$ cat src/rtl/opponent_state_decoder.sv
// Decodes the 44-bit opponent word stream from the ethernet receive block into kart state,
// tracks link health with an acquire/timeout FSM and edge-detects the opponent reset flag.
//
// state     | meaning
// ----------+-----------------------------------------------------------
// LINK_DOWN | no link; waiting for the first legal word
// ACQUIRE   | counting consecutive legal words toward ACQ_COUNT
// LINK_UP   | link healthy; stays up until a timeout expires

module opponent_state_decoder #(
    parameter int ACQ_COUNT      = 3,
    parameter int TIMEOUT_CYCLES = 5000000,
    parameter int X_MAX          = 1023,
    parameter int Y_MAX          = 767
) (
    input  logic        clk_in,
    input  logic        rst_in,
    input  logic        axiiv,
    input  logic [43:0] axiid,
    output logic [10:0] opp_x,
    output logic [10:0] opp_y,
    output logic [8:0]  opp_dir,
    output logic [2:0]  opp_game,
    output logic        opp_valid,
    output logic        link_up,
    output logic        rst_req,
    output logic [15:0] accept_count,
    output logic [15:0] reject_count
);

    localparam int TW = (TIMEOUT_CYCLES > 1) ? $clog2(TIMEOUT_CYCLES) : 1;
    localparam int AW = $clog2(ACQ_COUNT + 1);

    localparam logic [TW-1:0] TO_LAST  = TW'(TIMEOUT_CYCLES - 1);
    localparam logic [AW-1:0] ACQ_DONE = AW'(ACQ_COUNT);
    localparam logic [10:0]   X_LIM    = 11'(X_MAX);
    localparam logic [10:0]   Y_LIM    = 11'(Y_MAX);
    localparam logic [8:0]    DIR_LIM  = 9'd359;
    localparam logic [2:0]    GAME_LIM = 3'd4;
    localparam logic [43:0]   RSVD     = 44'h001_0010_0717;

    typedef enum logic [1:0] {
        LINK_DOWN = 2'd0,
        ACQUIRE   = 2'd1,
        LINK_UP   = 2'd2
    } state_t;

    state_t        state, state_n;
    logic [AW-1:0] acq_cnt, acq_n;
    logic [TW-1:0] to_cnt, to_n;
    logic          prev_rst, prev_n;
    logic [10:0]   x_n, y_n;
    logic [8:0]    dir_n;
    logic [2:0]    game_n;
    logic          valid_n, rreq_n;
    logic [15:0]   acc_n, rej_n;

    logic [10:0] w_x, w_y;
    logic [8:0]  w_dir;
    logic [2:0]  w_game;
    logic        w_rst;
    logic        word_ok, word_legal, word_bad, timed_out;

    assign w_x    = axiid[43:33];
    assign w_y    = axiid[31:21];
    assign w_dir  = axiid[19:11];
    assign w_game = axiid[7:5];
    assign w_rst  = axiid[3];

    assign word_ok    = (w_x <= X_LIM) && (w_y <= Y_LIM) && (w_dir <= DIR_LIM) &&
                        (w_game <= GAME_LIM) && ((axiid & RSVD) == 44'd0);
    assign word_legal = axiiv && word_ok;
    assign word_bad   = axiiv && !word_ok;
    assign timed_out  = (state != LINK_DOWN) && (to_cnt == TO_LAST);

    assign link_up = (state == LINK_UP);

    always_comb begin
        state_n = state;
        acq_n   = acq_cnt;
        to_n    = to_cnt;
        prev_n  = prev_rst;
        x_n     = opp_x;
        y_n     = opp_y;
        dir_n   = opp_dir;
        game_n  = opp_game;
        valid_n = 1'b0;
        rreq_n  = 1'b0;
        acc_n   = accept_count;
        rej_n   = reject_count;

        if (word_legal) begin
            x_n     = w_x;
            y_n     = w_y;
            dir_n   = w_dir;
            game_n  = w_game;
            valid_n = 1'b1;
            to_n    = '0;
            prev_n  = w_rst;
            rreq_n  = w_rst && !prev_rst && (state == LINK_UP);
            acc_n   = (accept_count == 16'hFFFF) ? accept_count : accept_count + 16'd1;
            case (state)
                LINK_DOWN: begin
                    acq_n   = AW'(1);
                    state_n = (ACQ_COUNT == 1) ? LINK_UP : ACQUIRE;
                end
                ACQUIRE: begin
                    acq_n = acq_cnt + AW'(1);
                    if (acq_cnt + AW'(1) == ACQ_DONE) begin
                        state_n = LINK_UP;
                    end
                end
                default: begin
                    state_n = LINK_UP;
                end
            endcase
        end else begin
            if (word_bad) begin
                rej_n = (reject_count == 16'hFFFF) ? reject_count : reject_count + 16'd1;
                acq_n = '0;
                if (state == ACQUIRE) begin
                    state_n = LINK_DOWN;
                end
            end
            // A timeout drops the link from either ACQUIRE or LINK_UP.
            if (state == LINK_DOWN) begin
                to_n = '0;
            end else if (timed_out) begin
                to_n    = '0;
                state_n = LINK_DOWN;
                prev_n  = 1'b0;
            end else begin
                to_n = to_cnt + TW'(1);
            end
        end
    end

    always_ff @(posedge clk_in or posedge rst_in) begin
        if (rst_in) begin
            state        <= LINK_DOWN;
            acq_cnt      <= '0;
            to_cnt       <= '0;
            prev_rst     <= 1'b0;
            opp_x        <= '0;
            opp_y        <= '0;
            opp_dir      <= '0;
            opp_game     <= '0;
            opp_valid    <= 1'b0;
            rst_req      <= 1'b0;
            accept_count <= '0;
            reject_count <= '0;
        end else begin
            state        <= state_n;
            acq_cnt      <= acq_n;
            to_cnt       <= to_n;
            prev_rst     <= prev_n;
            opp_x        <= x_n;
            opp_y        <= y_n;
            opp_dir      <= dir_n;
            opp_game     <= game_n;
            opp_valid    <= valid_n;
            rst_req      <= rreq_n;
            accept_count <= acc_n;
            reject_count <= rej_n;
        end
    end

endmodule

$ cat config.mk
export PLATFORM = sky130hd
export DESIGN_NAME = opponent_state_decoder
export DESIGN_NICKNAME = d
export VERILOG_FILES = /design/src/rtl/opponent_state_decoder.sv
export SDC_FILE = /design/constraint.sdc
export NUM_CORES = 1
export LEC_CHECK = 0
export ABC_AREA = 1
export BUFFER_PORTS_ARGS = -buffer_cell sky130_fd_sc_hd__buf_4
export CAP_MARGIN = 40
export CORE_MARGIN = 2
export CORE_UTILIZATION = 35
export CTS_CLUSTER_SIZE = 10
export DETAILED_ROUTE_END_ITERATION = 10
export PLACE_DENSITY = 0.7
export SETUP_SLACK_MARGIN = 0.15
export SYNTH_ARGS = -nofsm -noshare
export SYNTH_HDL_FRONTEND = slang
export SYNTH_SLANG_ARGS = --single-unit
$ cat constraint.sdc
create_clock -name clk_in -period 3.09 [get_ports clk_in]
set_clock_uncertainty 0.2 [all_clocks]
set_input_delay 0.618 -clock clk_in [delete_from_list [all_inputs] [get_ports clk_in]]
set_output_delay 0.618 -clock clk_in [all_outputs]
set_load 0.03 [all_outputs]
==> After elaboration in Yosys (flattened, before gate mapping) <==
Cells that the tools add are included.
{ "op_classes": {"multipliers": 0, "n_mux": 18, "bitwise_logic": 3, "n_div": 0, "n_reduce_logical": 20, "eq_ne": 9, "n_lt_le_gt_ge": 4, "add_sub_neg": 4, "shifts": 0} }
{ "op_table": {"columns": ["operator", "count"], "rows": [
  ["$mux 23", 3],
  ["$logic_not 44->1", 1],
  ["$add 16x1->16 const B", 2],
  ["$eq 16x16->1 const B", 2],
  ["$add 23x1->23 const B", 1],
  ["$eq 23x23->1 const B", 1],
  ["$le 11x10->1 const B", 2],
  ["$mux 2", 8],
  ["$le 9x9->1 const B", 1],
  ["$logic_and 1x1->1", 9],
  ["$pmux 2 s2", 2],
  ["$reduce_and 2->1", 3],
  ["$reduce_bool 2->1", 3],
  ["$mux 1", 5],
  ["$eq 2x2->1 const B", 2],
  ["$le 3x3->1 const B", 1],
  ["$ne 3x1->1 const B", 1],
  ["$ne 3x3->1 const B", 1],
  ["$not 1->1", 3],
  ["$reduce_and 3->1", 1],
  ["$add 2x1->2 const B", 1],
  ["$eq 2x1->1 const B", 1],
  ["$logic_not 1->1", 2],
  ["$logic_not 2->1", 1],
  ["$ne 2x2->1 const B", 1]
]} }
{ "word_totals": {"ramBits": 0, "inputBits": 47, "wordCells": 70, "n_memories": 0, "latch_bits": 0, "rom_bits": 0, "out_inout_bits": 69, "regBits": 96} }

==> Longest topological paths before layout <==
{ "depth": {"depth_word": 11, "ltp_mapped": 11, "depth_no_buf": 10} }

==> Least setup slack after synthesis <==
No wires, ideal clock.
{ "synth_timing": {"path_type": "input-to-reg", "from": "in axiid[43]", "to": "reg opp_dir[0]", "t_required_ns": 2.773, "path_buffers": 2, "stages": 9, "t_arrival_ns": 1.667, "setup_slack_ns": 1.106, "setup_time_ns": 0.117, "path_cell_list": "or2_0 nor2_1 nand2_2 nor2_8 nand2_2 buf_6 buf_6 nand2_1 nand2_1"} }
{ "synth_via": {"elab_chain_len": 6} }
{ "synth_rtl": {"columns": ["item", "line_no", "rtl"], "rows": [
  ["start: declaration", "19", "input logic [43:0] axiid,"],
  ["$le 11x10->1", "70", "assign word_ok = (w_x <= X_LIM) && (w_y <= Y_LIM) && (w_dir <= DIR_LIM) &&"],
  ["$logic_and 1x1->1 (3 in a row)", "70", null],
  ["$logic_and 1x1->1", "71", "(w_game <= GAME_LIM) && ((axiid & RSVD) == 44'd0);"],
  ["$logic_and 1x1->1", "72", "assign word_legal = axiiv && word_ok;"],
  ["end signal: assignment", "159", "opp_dir <= dir_n;"],
  ["end: declaration", "22", "output logic [8:0] opp_dir,"]
]} }
No other way between the ends.
A chain may end at the register's enable or synchronous reset.

==> Final worst setup path <==
{ "layout_timing": {"from": "reg to_cnt[0]", "to": "reg to_cnt[19]"} }
{ "layout_via": {"elab_chain_len": 5, "elab_cells_between_ends": 6, "classes_between": "add/sub (1); eq/ne (1); mux (3); reduce/logical (1)"} }
{ "layout_rtl": {"columns": ["item", "line_no", "rtl"], "rows": [
  ["start: declaration", "50", "logic [TW-1:0] to_cnt, to_n;"],
  ["start signal: assignment", "155", "to_cnt <= to_n;"],
  ["parallel branches: the longest is 2 deep, another holds $add 23x1->23", null, null],
  ["$mux 23 *", "128", "end else if (timed_out) begin"],
  ["$mux 23 *", "126", "if (state == LINK_DOWN) begin"],
  ["$mux 23 *", "92", "if (word_legal) begin"],
  ["via to_n[19]", "50", null]
]} }
Mark *: on every way through the listed nets, which the timed path passes.

==> flow_summary_export.csv <==
group,metric,value,unit
grt,grt_max_degree,37,
critical_path,critPathKind,"reg -> reg",
synth,synthCells,669,
clock_network,clk_pin_slew_worst_paths,70,ps
sta,rsz0062_at_grt,"no",
grt,grt_pass1_vias,4266,
min_path,min_path_type,"in -> reg",
synth,syn_area_per_cell,7.61,µm²
grt,antenna_found_initial,0,
synth,synth_top_area_share,47.2,%
grt,grt_overflow_total,0,
sta,relSlewSlack,68.6,%
critical_path,cp_max_fo,21,
synth,async_flop_share,100,%
cells_and_area,drive_gt1_share,19.8,%
synth,synth-edff-count,0,
die,coreArea,14400,µm²
grt,use_met3,3.57,%
sta,tightest_slew,469,ps
critical_path,slowest_delay,430,ps
drt,via_per_inst,4.65,
sta,fmax,0.483,GHz
power_and_ir_drop,ir_drop,0.225,mV
die,initial_core_util,35.4,%
critical_path,crit_buf_inv,2,
drt,drt_iter0_markers,251,
synth,synth_area,5090,µm²
die,die_x,125,µm
critical_path,rrSetupSlack,1020,ps
status,status,"completed",
placement,io_buffers,115,
grt,use_met2,26.4,%
sta,whs,251,ps
critical_path,cp_data_required_time,3120,ps
critical_path,crit_chain,"ha_1, nand3_2, nor2_2, inv_2, nor2_1, nand2_1, nand3_1, buf_4, nor2_1",
drt,via_count,4544,
power_and_ir_drop,powerDensity,426,nW/µm²
sta,setup_viol,0,
drt,wire_per_inst,12.3,µm
synth,ys_seq_elements,96,
clock_network,cts.repair.resized,0,
cells_and_area,antenna_cells,0,
placement,dp_hpwl,8.77,mm
cells_and_area,syn_to_final_growth,27.6,%
synth,yosysMostFrequentCell,"nand2_1",
synth,ys_types,29,
die,ios,116,
sta,fin_crit_sh,67.1,%
critical_path,crit_path_top_delay_cell,"dfrtp_1",
clock_network,clock_sinks,96,
grt,grt_usage,16.0,%
grt,grt_pass1_wl,20.6,mm
clock_network,insertion_delay,350,ps
placement,placed_area,6180,µm²
cells_and_area,final_area,6500,µm²
grt,met1_usage,20.7,%
sta,finalHoldViolations,0,
synth,synthFlopType,"dfrtp_1",
sta,period_minus_slack,2070,ps
sta,finalWorstSetupSlack,1020,ps
grt,top_usage_layer,"met2",
clock_network,numCtsBuffers,9,
clock_network,cts_setup_buffers,0,
die,die-area,15500,µm²
critical_path,end_kind,"flop",
synth,synth_common_cells,"nand2_1, nor2_1, dfrtp_1, inv_1, nand3_1",
drt,wl,12.0,mm
sta,finalSetupTns,0,ps
clock_network,h-tree-depth,3,
critical_path,worstSetupStartpointType,"flop",
clock_network,max-clock-path-buffers,2,
job,cap_violations,0,
critical_path,arrival,2100,ps
synth,ys_warn_count,0,
cells_and_area,fillers,1434,
power_and_ir_drop,leakage,3.30,nW
cells_and_area,final_util,45.2,%
clock_network,postCtsHoldBufs,1,
sta,slew_viol_final,0,
die,rows,44,
synth,synth_area_leaders,"dfrtp_1, nand2_1, nor2_1",
critical_path,cp_top_family,"simple AND/OR/NAND/NOR gates",
die,die-height,125,µm
critical_path,cpMostUsedCell,"nor2_1",
synth,synth_fp_nets,720,
drt,dr.pass1.iters,5,
clock_network,tritoncts,"built",
drt,ant_nets,0,
drt,drc_errors,0,
cells_and_area,final_nets,840,
synth,yosysSeqAreaShare,47.2,%
synth,post-synth-top-area-cell,"dfrtp_1",
clock_network,cts_root_buf,"clkbuf_16",
placement,pre_cts_slack,691,ps
placement,gp_congestion,0.879,
-- tightest hold or removal path: cells and delay by family --
kind          cells  cell delay (ps)
buf+inv           1               80
simple gates      2               80
-- per-stage QoR --
stage | power (mW) | cells
global placement | 1.64 | 960
detailed placement | 1.64 | 961
CTS | 2.81 | 978
finish | 2.77 | 978
global route | 2.90 | 978
floorplan | 1.51 | 669
-- cell families after synthesis --
kind of cell             after synthesis  synth area share (%)
flip-flops                            96                  47.2
AND/OR/NAND/NOR                      439                  37.0
buffers and inverters                 76                  6.88
adder cells (fa/ha/maj)                4                 0.983
XOR/XNOR                              35                  6.02
AO/OA/AOI/OAI                         19                  1.97
-- placed cells by master (no fill, tap or decap), types with 2 or more instances in the layout --
master / instances
nand3_2: 3
o21ai_0: 17
nand2_1: 246
xor2_1: 18
nor2_4: 2
clkbuf_16: 9
inv_1: 57
nand2_2: 3
nand3_1: 55
buf_12: 4
ha_1: 4
nand4_1: 14
inv_8: 2
clkinvlp_4: 2
nor2_2: 2
dfrtp_1: 96
xnor2_1: 17
nor3b_1: 3
clkinv_4: 2
buf_4: 120
nor2_1: 97
nand3b_1: 2
nor3_1: 6
inv_2: 2
-- flip-flops by register name, indices dropped and copies added (netlist names) --
register and count:
acq_cnt 2, opp_y 11, opp_x 11, opp_game 3
accept_count 16, reject_count 16, opp_dir 9, to_cnt 23
rst_req 1, state 2, prev_rst 1, opp_valid 1
-- final timing paths --
check,endpoint,from,cells after the start
max,to_cnt[19]$_DFF_PP0_,to_cnt[0]$_DFF_PP0_,9
min,opp_y[4]$_DFFE_PP0N_,axiid[25],3
max reg2reg,to_cnt[19]$_DFF_PP0_,to_cnt[0]$_DFF_PP0_,9
min reg2reg,opp_y[8]$_DFFE_PP0N_,opp_y[8]$_DFFE_PP0N_,2
max in group asynchronous,opp_x[0]$_DFFE_PP0N_,rst_in,5
min in group asynchronous,reject_count[2]$_DFFE_PP0P_,rst_in,3
-- final cells by class --
| class | count | area [µm²] | area share [%] |
|---|---|---|---|
| Clock inverter | 6 | 77.6 | 1.19 |
| Clock buffer | 10 | 229 | 3.52 |
| Inverter | 60 | 229 | 3.52 |
| Timing Repair Buffer | 125 | 991 | 15.2 |
| Tap cell | 184 | 230 | 3.54 |
| Sequential cell | 96 | 2400 | 37.0 |
| Multi-Input combinational cell | 497 | 2340 | 36.0 |
-- power by group --
| part | switching [mW] | total, mW | internal [mW] | leakage [nW] |
|---|---|---|---|---|
| registers | 0.0461 | 1.33 | 1.29 | 1.32 |
| logic | 0.160 | 0.284 | 0.124 | 1.83 |
| clock network | 0.513 | 1.15 | 0.642 | 0.147 |
-- layer usage --
metal	up-vias	routed length (µm)
met1	2107	5430
met4	0	186
met3	11	530
met5	-	0
li1	2329	-
met2	97	5890
No activity file was read; power rests on OpenSTA's default activity.
